**src/rtl/async_fifo_rd_ctrl_if.sv**
```systemverilog
// ---------------------------------------------------------------------------
// async_fifo_rd_ctrl_if
// Purpose : bundles the read-side signals of the async FIFO read controller.
// Signals :
//   wptr_gray [AWIDTH:0]   Gray write pointer from the write domain (async)
//   mem_rdata [DWIDTH-1:0] combinational storage read data at raddr
//   rready                 consumer accepts rdata this cycle
//   rptr_gray [AWIDTH:0]   registered Gray read pointer to the write domain
//   raddr     [AWIDTH-1:0] storage read address
//   rdata     [DWIDTH-1:0] registered output word
//   rvalid                 rdata holds a valid word
//   rempty                 !rvalid
//   rlevel    [AWIDTH+1:0] words available to the consumer (0..DEPTH+1)
// Handshake: a word moves from rdata to the consumer on every rising clk edge
// where rvalid && rready. While rvalid && !rready, rdata/rvalid are held
// stable. rvalid never depends combinationally on rready.
// Modports: slave = controller side, master = consumer/write-side/storage.
// ---------------------------------------------------------------------------
interface async_fifo_rd_ctrl_if #(
  parameter int DWIDTH = 32,
  parameter int AWIDTH = 4
);
  logic [AWIDTH:0]   wptr_gray;
  logic [DWIDTH-1:0] mem_rdata;
  logic              rready;
  logic [AWIDTH:0]   rptr_gray;
  logic [AWIDTH-1:0] raddr;
  logic [DWIDTH-1:0] rdata;
  logic              rvalid;
  logic              rempty;
  logic [AWIDTH+1:0] rlevel;

  modport slave (
    input  wptr_gray, mem_rdata, rready,
    output rptr_gray, raddr, rdata, rvalid, rempty, rlevel
  );

  modport master (
    output wptr_gray, mem_rdata, rready,
    input  rptr_gray, raddr, rdata, rvalid, rempty, rlevel
  );
endinterface

```
**src/rtl/async_fifo_rd_ctrl.sv**
```systemverilog
// ---------------------------------------------------------------------------
// async_fifo_rd_ctrl
// Purpose : read-domain controller of an asynchronous FIFO. Synchronizes the
//           Gray write pointer, detects storage empty, and fetches words from
//           external storage into a one-word registered output stage.
// Ports   :
//   clk   read-domain clock, rising edge
//   rstb  asynchronous active-low reset (release synchronous to clk)
//   bus   async_fifo_rd_ctrl_if.slave (see interface header for signals)
// ---------------------------------------------------------------------------
module async_fifo_rd_ctrl #(
  parameter int DWIDTH     = 32,
  parameter int AWIDTH     = 4,
  parameter int SYNC_DEPTH = 2
) (
  input  logic                  clk,
  input  logic                  rstb,
  async_fifo_rd_ctrl_if.slave   bus
);

  function automatic logic [AWIDTH:0] bin2gray(input logic [AWIDTH:0] b);
    return b ^ (b >> 1);
  endfunction

  function automatic logic [AWIDTH:0] gray2bin(input logic [AWIDTH:0] g);
    logic [AWIDTH:0] b;
    b[AWIDTH] = g[AWIDTH];
    for (int i = AWIDTH - 1; i >= 0; i--) begin
      b[i] = b[i+1] ^ g[i];
    end
    return b;
  endfunction

  // Write-pointer synchronizer chain; stage 0 is the metastability catcher.
  logic [AWIDTH:0] sync_q [SYNC_DEPTH];
  logic [AWIDTH:0] wq_gray;
  logic [AWIDTH:0] wq_bin;

  logic [AWIDTH:0]   rbin_q, rbin_d;
  logic [AWIDTH:0]   rptr_gray_q, rptr_gray_d;
  logic [DWIDTH-1:0] rdata_q, rdata_d;
  logic              rvalid_q, rvalid_d;

  logic mem_empty;
  logic fetch;

  always_ff @(posedge clk or negedge rstb) begin
    if (!rstb) begin
      for (int i = 0; i < SYNC_DEPTH; i++) begin
        sync_q[i] <= '0;
      end
    end else begin
      sync_q[0] <= bus.wptr_gray;
      for (int i = 1; i < SYNC_DEPTH; i++) begin
        sync_q[i] <= sync_q[i-1];
      end
    end
  end

  assign wq_gray = sync_q[SYNC_DEPTH-1];
  assign wq_bin  = gray2bin(wq_gray);

  // Empty compares Gray codes directly: both are registered, so no decode
  // glitch can reach the compare.
  assign mem_empty = (rptr_gray_q == wq_gray);
  assign fetch     = !mem_empty && (!rvalid_q || bus.rready);

  always_comb begin
    rbin_d   = rbin_q;
    rdata_d  = rdata_q;
    rvalid_d = rvalid_q;
    if (fetch) begin
      rbin_d   = rbin_q + 1'b1;
      rdata_d  = bus.mem_rdata;
      rvalid_d = 1'b1;
    end else if (rvalid_q && bus.rready) begin
      // Consumed with nothing to refill: storage must be empty here.
      rvalid_d = 1'b0;
    end
    // Gray pointer is computed from the next binary value and registered
    // alongside it, so the write domain only ever sees a clean flop output.
    rptr_gray_d = bin2gray(rbin_d);
  end

  always_ff @(posedge clk or negedge rstb) begin
    if (!rstb) begin
      rbin_q      <= '0;
      rptr_gray_q <= '0;
      rdata_q     <= '0;
      rvalid_q    <= 1'b0;
    end else begin
      rbin_q      <= rbin_d;
      rptr_gray_q <= rptr_gray_d;
      rdata_q     <= rdata_d;
      rvalid_q    <= rvalid_d;
    end
  end

  assign bus.rptr_gray = rptr_gray_q;
  assign bus.raddr     = rbin_q[AWIDTH-1:0];
  assign bus.rdata     = rdata_q;
  assign bus.rvalid    = rvalid_q;
  assign bus.rempty    = !rvalid_q;
  // Words still in storage (as seen through the synchronizer) plus the held one.
  assign bus.rlevel    = {1'b0, wq_bin - rbin_q} + {{(AWIDTH+1){1'b0}}, rvalid_q};

endmodule
```
**src/flat_wrapper.sv**
```systemverilog
// flat-port wrapper written by rule: the top's interface ports become plain ports
module async_fifo_rd_ctrl_flat 
#(
  parameter int DWIDTH     = 32,
  parameter int AWIDTH     = 4,
  parameter int SYNC_DEPTH = 2
)
  (clk, rstb, bus_wptr_gray, bus_mem_rdata, bus_rready, bus_rptr_gray, bus_raddr, bus_rdata, bus_rvalid, bus_rempty, bus_rlevel);
  async_fifo_rd_ctrl_if #(.DWIDTH(DWIDTH), .AWIDTH(AWIDTH)) bus_i ();
  input  logic clk;
  input  logic rstb;
  input wire logic [$bits(bus_i.wptr_gray)-1:0] bus_wptr_gray;
  input wire logic [$bits(bus_i.mem_rdata)-1:0] bus_mem_rdata;
  input wire logic [$bits(bus_i.rready)-1:0] bus_rready;
  output wire logic [$bits(bus_i.rptr_gray)-1:0] bus_rptr_gray;
  output wire logic [$bits(bus_i.raddr)-1:0] bus_raddr;
  output wire logic [$bits(bus_i.rdata)-1:0] bus_rdata;
  output wire logic [$bits(bus_i.rvalid)-1:0] bus_rvalid;
  output wire logic [$bits(bus_i.rempty)-1:0] bus_rempty;
  output wire logic [$bits(bus_i.rlevel)-1:0] bus_rlevel;
  assign bus_i.wptr_gray = bus_wptr_gray;
  assign bus_i.mem_rdata = bus_mem_rdata;
  assign bus_i.rready = bus_rready;
  assign bus_rptr_gray = bus_i.rptr_gray;
  assign bus_raddr = bus_i.raddr;
  assign bus_rdata = bus_i.rdata;
  assign bus_rvalid = bus_i.rvalid;
  assign bus_rempty = bus_i.rempty;
  assign bus_rlevel = bus_i.rlevel;
  async_fifo_rd_ctrl #(.DWIDTH(DWIDTH), .AWIDTH(AWIDTH), .SYNC_DEPTH(SYNC_DEPTH)) u_core (.clk(clk), .rstb(rstb), .bus(bus_i));
endmodule
```
**config.mk**
```make
export PLATFORM = sky130hd
export DESIGN_NAME = async_fifo_rd_ctrl_flat
export DESIGN_NICKNAME = d
export VERILOG_FILES = /design/src/rtl/async_fifo_rd_ctrl_if.sv /design/src/rtl/async_fifo_rd_ctrl.sv /design/src/flat_wrapper.sv
export SDC_FILE = /design/constraint.sdc
export NUM_CORES = 1
export LEC_CHECK = 0
export ABC_AREA = 0
export CAP_MARGIN = 20
export CORE_MARGIN = 2
export CORE_UTILIZATION = 43
export CTS_CLUSTER_SIZE = 30
export DETAILED_ROUTE_END_ITERATION = 7
export GPL_ROUTABILITY_DRIVEN = 0
export MAX_ROUTING_LAYER = met4
export PLACE_DENSITY = 0.89
export SYNTH_ARGS = -nofsm -noshare
export SYNTH_HDL_FRONTEND = slang
export SYNTH_SLANG_ARGS = --single-unit
```
**constraint.sdc**
```tcl
create_clock -name clk -period 4 [get_ports clk]
set_input_delay 0.8 -clock clk [delete_from_list [all_inputs] [get_ports clk]]
set_output_delay 0.8 -clock clk [all_outputs]
set_load 0.02 [all_outputs]
```
# ---- Word level (Yosys, flattened, before mapping)
# Cells that the tools add are included.
dict set report op_classes {
  add_sub_neg 3
  n_eq_ne 1
  n_mux 3
  n_bitwise 5
  reduce_logical 6
}
# cell count
set op_table {}
lappend op_table {{$add 5x1->6} 1}
lappend op_table {{$add 5x1->5 const B} 1}
lappend op_table {{$eq 5x5->1} 1}
lappend op_table {{$mux 5} 1}
lappend op_table {{$sub 5x5->5} 1}
lappend op_table {{$xor 5x4->5} 1}
lappend op_table {{$xor 1x1->1} 4}
lappend op_table {{$logic_and 1x1->1} 2}
lappend op_table {{$logic_not 1->1} 2}
lappend op_table {{$mux 1} 2}
lappend op_table {{$reduce_bool 2->1} 1}
lappend op_table {{$logic_or 1x1->1} 1}
dict set report word_totals {
  ff_bits 53
  inputBits 40
  output_inout_bits 49
}

# ---- Logic depth before layout (Yosys ltp)
dict set report logic_depth {
  depth_word 6
  depth_mapped 11
}

# ---- Least setup slack after synthesis
# Ideal clock, no wire load.
dict set report synth_path {
  kind {register -> output}
  startpoint {register u_core.sync_q, in the netlist u_core.wq_gray[4]}
  endpoint {output bus_rlevel[5]}
  arrival_ns 2.911
  required_ns 3.200
  slack_ns 0.289
  path_stages_with_launch 11
  path_cell_list {dfrtp_1 xor2_1 xnor2_1 xor2_1 xor2_1 ha_1 fa_1 o21ai_1 a21oi_1 xor2_1 nor4_1}
}
dict set report synth_between {
  elab_chain_len 6
}
# element line
set synth_rtl {}
lappend synth_rtl {{start, declared} async_fifo_rd_ctrl.sv:35} ;# logic [AWIDTH:0] sync_q [SYNC_DEPTH];
lappend synth_rtl {{start signal, assigned by index} async_fifo_rd_ctrl.sv:55} ;# sync_q[i] <= sync_q[i-1];
lappend synth_rtl {{$xor 1x1->1 (4 in series)} async_fifo_rd_ctrl.sv:29} ;# b[i] = b[i+1] ^ g[i];
lappend synth_rtl {{$sub 5x5->5 (*)} async_fifo_rd_ctrl.sv:105} ;# assign bus.rlevel = {1'b0, wq_bin - rbin_q} + {{(AWIDTH+1){1'b0}}, rvalid_q};
lappend synth_rtl {{$add 5x1->6 (*)} async_fifo_rd_ctrl.sv:105}
lappend synth_rtl {{end, declared} flat_wrapper.sv:20} ;# output wire logic [$bits(bus_i.rlevel)-1:0] bus_rlevel;
# Every way passes the cells marked *; elsewhere a longest branch is shown, timed or not.

# ---- Worst setup path after layout
# Same ends and word-level chain as after synthesis.

==> summary.md <==
| Metric | Value |
|---|---|
| Fin crit share | 0.9596 |
| Final wirelength | 4811 microns |
| RSZ-0062 raised after global routing | yes |
| Max-Cap Viols | 0 |
| Drt via density | 4.675 |
| Area contributors post-synth | dfrtp_1 58%, mux2_1 16%, xnor2_1 4.6% |
| Top cells by count, synth | 52 x dfrtp_1, 32 x mux2_1, 12 x xnor2_1 |
| Switching Fraction | 0.4038 |
| Diode count | 0 |
| Hold crit path type | register to register |
| Clk_lat worst skew | 300 ps |
| WS Path Type | register to output port |
| CTS Sinks | 52 |
| Final HPWL DP | 3596 microns |
| Ys async rst share | 1.000 |
| I/O pins | 89 |
| GRT busiest layer | met2 |
| Status | complete, no violations |
| # DRC | 0 |
| Row count | 26 |
| First-pass GRT wire length | 8004 microns |
| EDFF count, synth | 0 |
| Via count | 1538 |
| Nets | 307 |
| Portion of total power attributed to the clock network | 0.115 |
| Max VDD drop | 451.9 uV |
| Arrival time worst endpoint | 3040 ps |
| Switch Pwr | 0.0009683 W |
| Synth Register Bits | 52 |
| Core ar. | 5107 sq um |
| First-pass DRT Iterations | 5 |
| Syn avg cell area | 13.71 sq um |
| CTS Buf Count | 5 |
| Critical Path RT | 3200 ps |
| Number of global-route vias before repair | 1728 |
| 1st-iter DRT viols | 74 |
| Relative slew slack | 0.6174 |
| Placed cells | 321 |
| Area leader, netlist | dfrtp_1 |
| Worst-path clk slew | 80 ps |
| Area grow syn2layout | 48.34% |
| Root Driver | clkbuf_8 |
| Logic pwr share | 0.567 |
| Initial antenna violation count | 0 |
| Power Density | 714.6 nW/um^2 |
| Port-buffer cells | 88 |
| Gr usage total | 0.1778 |
| Int Pwr | 0.001430 W |
| Initial cell density of the core | 0.4429 |
| Area share of the largest cell type after synthesis | 0.5752 |
| CTS tree | done |
| Met2 usage | 0.3053 |
| Seq pwr share | 0.318 |
| Max Clk Rate | 260.5 MHz |
| Hold buffer count at CTS | 0 |
| Worst setup SP type | register |
| Routed wire per std cell | 14.62 microns |
| Die Span X | 76.53 microns |
| Setup crit end kind | output port |
| Synth warn | 0 |
| Synthesized cell area | 2262 sq um |
| Die ar. | 5857 sq um |
| Slew @ Worst Pin | 573.9 ps |
| # setup viols final | 0 |
| Largest net degree at the start of global routing | 36 |
| Post-route ant nets | 0 |
| Leakage | 1.458 nW |
| Layout Utilization | 0.6570 |
| Top FF cell, synth | dfrtp_1 |
| Register area share after synthesis | 0.5752 |
| Synthesized netlist cell count | 165 |
| Most common cell in the synthesized netlist | dfrtp_1 |
| Layout cells sized above 1 | 0.09266 |
| Die height | 76.53 microns |
| Fin crit period | 3838 ps |
| H-tree depth | 2 |
| Final hold viol count | 0 |
| Post-Route Skew | 3.248 ps |
| Cell variety after synth | 31 |
| Slew Viols, Final | 0 |
| Grt ovf | 0 |
| Worst Path Max Fanout | 3 |
| Clk buf depth | 2 |
| Post-Syn Nets | 213 |
| Finished Layout Cells | 329 |
| M3 GR Usage | 0.04265 |
| Met1 GRT Util | 0.2034 |
==> layout by cell type (no fill, tap or decap), drive strengths merged, types with 2 or more instances in the layout <==
cell / n
buf: 6
inv: 10
mux2i: 2
dfrtp: 52
ha: 7
and2: 2
xnor2: 13
mux2: 32
nand2: 7
nor2: 3
nor3b: 2
a21oi: 2
clkbuf: 7
a21o: 2
o21ai: 4
nand3: 2
xor2: 10
clkdlybuf4s50: 82
==> critical path, stage by stage (launching register included) <==
cell	delay [ps]
dfrtp_1	440
xor2_2	220
xnor2_2	240
xor2_2	190
xor2_1	90
ha_1	210
fa_1	470
xnor2_2	220
nand3_1	160
nor4_2	300
buf_2	200
==> timing repair <==
action | 4_1_cts | 5_1_grt
gates resized for setup | 12 | 9
setup buffers | 0 | 1
endpoints found under the setup margin | 5 | 4
pin swaps | 0 | 3
==> power by group through the flow <==
stage	logic (W)	clock network [W]	registers [W]
final	0.00136	0.000276	0.000763
after CTS	0.00133	0.000289	0.000765
after global routing	0.00146	0.000315	0.000783
after global placement	0.00131	0	0.000767
after floorplan	0.000649	0	0.000901
after detailed placement	0.00135	0	0.000774
==> stage by stage <==
step           instance area, sq um  hold WS [ps]  setup WS [ps]  setup TNS (ps)  total power [W]
3_3_place_gp                   3207         334.7          133.7               0         0.002073
2_1_floorplan                  2262         331.2          289.1               0         0.001549
4_1_cts                        3331         354.4         -10.04          -10.04         0.002387
6_report                       3356         352.9          161.7               0         0.002398
3_5_place_dp                   3227         334.7         -17.57          -17.57         0.002122
5_1_grt                        3356         369.9         -19.63          -27.02         0.002560
==> registers in the layout, indices dropped and copies added (netlist names) <==
signal                cells
u_core.sync_q             5
u_core.bus.rptr_gray      4
u_core.wq_gray            5
u_core.bus.rvalid         1
u_core.rbin_q             5
u_core.bus.rdata         32
==> per-layer routing <==
layer / vias to the layer above / wire [microns]
met2: 56 / 2556
met4: 0 / 76
li1: 742 / -
met1: 732 / 1954
met5: - / 0
met3: 8 / 223
==> final timing paths <==
path | from | endpoint | slack, ps | cells past startpoint
max | u_core.wq_gray[4] | bus_rlevel[5] | 160 | 10
min | u_core.sync_q[5] | u_core.wq_gray[0] | 350 | 0
max reg2reg | u_core.rbin_q[4] | u_core.bus.rdata[23] | 1810 | 5
min reg2reg | u_core.sync_q[5] | u_core.wq_gray[0] | 350 | 0
max in group asynchronous | rstb | u_core.sync_q[6] | 3050 | 2
min in group asynchronous | rstb | u_core.bus.rdata[22] | 430 | 1
==> final cells by class <==
class                           instances  area (sq um)
Inverter                               10         37.54
Sequential cell                        52          1301
Clock buffer                            6         72.57
Multi-Input combinational cell         98         942.2
Clock inverter                          1         5.005
Fill cell                             402          1752
Timing Repair Buffer                   92         909.6
Tap cell                               70         87.58
==> kinds of logic after synthesis <==
group | Yosys count | share of synthesized area
xor+xnor | 23 | 0.09237
flops | 52 | 0.5752
simple gates | 21 | 0.04757
mux | 34 | 0.1681
buf+inv | 15 | 0.03152
compound gates | 12 | 0.03761
fa+ha+maj | 8 | 0.04756
(Power assumes the default switching activity.)
